### config.mk
export PLATFORM = sky130hd
export DESIGN_NAME = logic_unit_seq
export DESIGN_NICKNAME = d
export VERILOG_FILES = /design/src/rtl/logic_unit_pkg.sv /design/src/rtl/logic_slice.sv /design/src/rtl/logic_unit_seq.sv
export SDC_FILE = /design/constraint.sdc
export NUM_CORES = 1
export LEC_CHECK = 0
export CAP_MARGIN = 40
export CORE_ASPECT_RATIO = 0.75
export CORE_UTILIZATION = 50
export DETAILED_ROUTE_END_ITERATION = 10
export GPL_ROUTABILITY_DRIVEN = 0
export PLACE_DENSITY = 0.85
export REMOVE_ABC_BUFFERS = 1
export SETUP_SLACK_MARGIN = 0.5
export SLEW_MARGIN = 10
export SYNTH_ARGS = -nofsm -noshare
export SYNTH_HDL_FRONTEND = slang
export SYNTH_SLANG_ARGS = --single-unit
### constraint.sdc
create_clock -name clk -period 5.5 [get_ports clk]
set_input_delay 0.825 -clock clk [delete_from_list [all_inputs] [get_ports clk]]
set_output_delay 0.825 -clock clk [all_outputs]
set_load 0.05 [all_outputs]
### src/rtl/logic_unit_pkg.sv
// Shared types and defaults for the sliced logic unit.
// Flag accumulation is enabled by defining LOGIC_UNIT_FLAGS_EN.
package logic_unit_pkg;

   localparam int unsigned DEFAULT_SLICE = 4;

   typedef enum logic [2:0] {
      OP_AND   = 3'b000,
      OP_OR    = 3'b001,
      OP_XOR   = 3'b010,
      OP_NAND  = 3'b011,
      OP_NOR   = 3'b100,
      OP_XNOR  = 3'b101,
      OP_NOT_A = 3'b110,
      OP_PASS  = 3'b111
   } op_t;

   typedef enum logic [1:0] {
      ST_IDLE,
      ST_BUSY,
      ST_DONE
   } state_t;

endpackage

### src/rtl/logic_slice.sv
// Combinational SLICE-bit logic operator, time-multiplexed by logic_unit_seq.
module logic_slice
   import logic_unit_pkg::*;
#(
   parameter int unsigned SLICE = DEFAULT_SLICE
) (
   input  logic [SLICE-1:0] a_s,
   input  logic [SLICE-1:0] b_s,
   input  op_t              op,
   output logic [SLICE-1:0] y_s
);

   always_comb begin
      y_s = '0;
      case (op)
         OP_AND:   y_s = a_s & b_s;
         OP_OR:    y_s = a_s | b_s;
         OP_XOR:   y_s = a_s ^ b_s;
         OP_NAND:  y_s = ~(a_s & b_s);
         OP_NOR:   y_s = ~(a_s | b_s);
         OP_XNOR:  y_s = ~(a_s ^ b_s);
         OP_NOT_A: y_s = ~a_s;
         OP_PASS:  y_s = a_s;
         default:  y_s = '0;
      endcase
   end

endmodule

### src/rtl/logic_unit_seq.sv
// Multi-op bitwise logic unit, one SLICE per cycle, LSB slice first, valid/ready on both sides.
// Define LOGIC_UNIT_FLAGS_EN to build the zero/parity accumulators; otherwise those ports read 0.
module logic_unit_seq
   import logic_unit_pkg::*;
#(
   parameter int unsigned WIDTH = 8,
   parameter int unsigned SLICE = DEFAULT_SLICE
) (
   input  logic             clk,
   input  logic             rst,
   input  logic             in_valid,
   output logic             in_ready,
   input  logic [WIDTH-1:0] a,
   input  logic [WIDTH-1:0] b,
   input  logic [2:0]       op,
   output logic             out_valid,
   input  logic             out_ready,
   output logic [WIDTH-1:0] result,
   output logic             busy,
   output logic             zero,
   output logic             parity
);

   localparam int unsigned NSLICE = WIDTH / SLICE;
   localparam int unsigned IW     = (NSLICE > 1) ? $clog2(NSLICE) : 1;
   localparam logic [IW-1:0] LAST = IW'(NSLICE - 1);

   generate
      if ((WIDTH % SLICE) != 0 || WIDTH < SLICE) begin : g_bad_cfg
         $error("logic_unit_seq: WIDTH must be a non-zero multiple of SLICE");
      end
   endgenerate

   state_t           state, state_nxt;
   logic [WIDTH-1:0] a_q, b_q;
   op_t              op_q;
   logic [IW-1:0]    idx;
   logic [SLICE-1:0] y_s;
   logic             accept;
   logic             last;

   assign accept = in_valid & in_ready;
   assign last   = (idx == LAST);

   always_ff @(posedge clk) begin
      if (rst) state <= ST_IDLE;
      else     state <= state_nxt;
   end

   always_comb begin
      state_nxt = state;
      case (state)
         ST_IDLE: if (accept)    state_nxt = ST_BUSY;
         ST_BUSY: if (last)      state_nxt = ST_DONE;
         ST_DONE: if (out_ready) state_nxt = ST_IDLE;
         default:                state_nxt = ST_IDLE;
      endcase
   end

   always_comb begin
      in_ready  = (state == ST_IDLE) && !rst;
      out_valid = (state == ST_DONE);
      busy      = (state == ST_BUSY);
   end

   logic_slice #(.SLICE(SLICE)) u_slice (
      .a_s (a_q[idx*SLICE +: SLICE]),
      .b_s (b_q[idx*SLICE +: SLICE]),
      .op  (op_q),
      .y_s (y_s)
   );

   always_ff @(posedge clk) begin
      if (rst) begin
         a_q    <= '0;
         b_q    <= '0;
         op_q   <= OP_AND;
         idx    <= '0;
         result <= '0;
      end else if (accept) begin
         a_q    <= a;
         b_q    <= b;
         op_q   <= op_t'(op);
         idx    <= '0;
         result <= '0;
      end else if (state == ST_BUSY) begin
         result[idx*SLICE +: SLICE] <= y_s;
         idx <= last ? '0 : idx + IW'(1);
      end
   end

`ifdef LOGIC_UNIT_FLAGS_EN
   logic any_acc, par_acc, zero_q, parity_q;

   // Final flags fold in the last slice directly so they land with out_valid.
   always_ff @(posedge clk) begin
      if (rst || accept) begin
         any_acc  <= 1'b0;
         par_acc  <= 1'b0;
         zero_q   <= 1'b0;
         parity_q <= 1'b0;
      end else if (state == ST_BUSY) begin
         any_acc <= any_acc | (|y_s);
         par_acc <= par_acc ^ (^y_s);
         if (last) begin
            zero_q   <= ~(any_acc | (|y_s));
            parity_q <= par_acc ^ (^y_s);
         end
      end
   end

   assign zero   = zero_q;
   assign parity = parity_q;
`else
   assign zero   = 1'b0;
   assign parity = 1'b0;
`endif

endmodule

==> impl_metrics.ini <==
[outcome]
status = complete, but fails checks
violations = design-rule violations

[detailed_routing]
drc = 10
vias = 1436
wire_per_inst_um = 12.3
postRouteAntennaNets = 0
wl_um = 3340
drt_iter0_markers = 87
viasPerCell = 5.28
drtPass1Iterations = 7

[placed_design]
io_buffers = 33
dp_hpwl_um = 2350
dpl_cell_area_um2 = 2080

[setup_path]
worstReg2RegStart = idx
cp-endpoint = in_ready
required_ns = 4.68
reg2reg_depth = 7
cp-start-kind = primary input
arrival_ns = 2.44
reg2reg_to = result[7]
crit_start = rst
endpoint_kind = primary output
worstSetupPathType = primary input to primary output
cp_max_fo = 31
r2r_setup_slack_ns = 3.04

[global_routing]
busiest_layer = met2
use_met2_pct = 30.4
grt_pass1_vias = 1241
grt_use_met3_pct = 7.30
grtUsageTotal_pct = 19.4
antenna_found_initial = 0
overflow = 0
grt_pass1_wl_um = 5560
use_met1_pct = 25.5
grt_max_degree = 32

[yosys]
synth_top_flop_cell = dfxtp_1
synth-edff-count = 0
synthCells = 203
ys_ff_latch = 30
synth_top_area_cell = dfxtp_1
yosysMostFrequentCell = dfxtp_1
synth_cell_type_count = 44
synth_top_cell_area_share_pct = 33.9
synthSimpleGateAreaFrac_pct = 25.3
synth_mux_area_share_pct = 10.1
synthTopCellsByCount = dfxtp_1 (30), nand2_1 (28), nand2b_1 (21)
yosysSeqAreaShare_pct = 33.9
async_flop_share_pct = 0
synthTopCellsByArea = dfxtp_1 (34%), nand2b_1 (7.4%), mux2i_1 (6.8%), nand2_1 (5.9%), ha_1 (5.7%)
synth_warnings = 0
synth_compound_area_share_pct = 15.8
avgSynthCellArea_um2 = 8.72
netlist_area_um2 = 1770
synth_top_family_by_area = simple AND/OR/NAND/NOR gates
synthAdderAreaFrac_pct = 5.65
synthXorXnorAreaFrac_pct = 0.495

[final_layout]
diodes = 0
syn_to_final_growth_pct = 22.5
final_core_util_pct = 65.1
design_area_um2 = 2170
num-nets-final = 262
drive_gt1_share_pct = 7.76

[sta]
worstMarginPinSlew_ns = 0.785
fin_crit_sh_pct = 59.4
setup_viol = 0
fmax_mhz = 306
setup_tns_ns = 0
hold_violations = 0
fin_crit_ns = 3.27
grt_setup_unrepaired = false
fin_worst_skew_ns = 0.00606
whs_ns = 0.463
finalMaxSlewViolations = 0
slew_headroom_pct = 47.6

[cts]
clk_pin_slew_ns = 0.06
cts_resized = 0
cts_tree = done
clock_path_buffers = 2
cts_sinks = 30
h-tree-depth = 2
clock_latency_ns = 0.28
tritoncts.num_buffers = 5
post_cts_buffers = 0
clockRootBuffer = clkbuf_8
cts_hold_buf = 0

[pwr]
p_leak_nw = 0.831
p_per_area_nw_per_um2 = 264
total_power_uw = 572
ir_worst_vdd_mv = 0.176

[floorplan]
dieHeight_um = 53.5
rows = 18
start_util_pct = 53.1
core_area_um2 = 3330
die_w_um = 70.7
dieArea_um2 = 3790
io_pins = 36

[job]
maxCapViolations = 0

[hold_path]
hp-class = flip-flop to flip-flop
power by group:
| group | internal, mW | switching [mW] |
|---|---|---|
| Clock | 0.101 | 0.0812 |
| Sequential | 0.233 | 0.0227 |
| Combinational | 0.0657 | 0.0683 |
| Total | 0.399 | 0.172 |
placed cells by master (no fill, tap or decap), types with 2 or more instances in the layout:
master and count:
nand3b_1 3, nand2b_1 21, a211oi_1 4, nor2b_1 6
conb_1 2, clkdlybuf4s50_1 33, nor3_1 3, o2bb2ai_1 6
nand2_1 28, mux2_2 2, nor2_1 6, inv_1 11
ha_1 8, or4bb_1 4, clkbuf_8 6, a21oi_1 3
mux2i_1 12, o21ai_0 18, dfxtp_1 30
per-stage QoR:
step           setup WS [ns]  cells
3_5_place_dp            2.23    264
3_3_place_gp            2.25    263
4_1_cts                 2.23    272
6_report                2.23    272
2_1_floorplan           2.81    189
5_1_grt                 2.13    272
kinds of logic after synthesis:
group	after synthesis
AND/OR/NAND/NOR	79
AO/OA/AOI/OAI	41
other	1
flip-flops	30
XOR/XNOR	1
buffers and inverters	27
adder cells (fa/ha/maj)	8
multiplexers	16
worst min-delay path by stage:
stage	start	endpoint	slack [ns]	depth (start not counted)
after floorplan	a_q[1]	a_q[1]	0.45	2
after global placement	result[6]	result[6]	0.45	1
final	result[7]	result[7]	0.46	1
after detailed placement	result[4]	result[4]	0.45	1
after CTS	result[7]	result[7]	0.47	1
after global routing	result[7]	result[7]	0.47	1
metal layers:
metal,wire length (um),vias to the layer above
met1,1690,642
met3,188,2
met4,4,0
li1,-,752
met5,0,-
met2,1460,40
worst max-delay path, cell delays in order:
cell and delay, ns:
clkdlybuf4s50_1 0.40, buf_4 0.22, nor3_1 0.16, clkdlybuf4s50_1 0.82
cell type report:
class                   instances  area (um2)
inverters                      12        45.0
fillers                       307        1160
repair buffers                 35         353
well taps                      40        50.0
flip-flops and latches         30         601
clock inverters                 1        5.00
multi-input cells             147        1030
clock buffers                   7        86.3
flip-flops by register name (all words and copies together), names as in the netlist:
signal,count
b_q,8
a_q,8
idx,1
state,2
op_q,3
result,8
(Power assumes the default switching activity.)
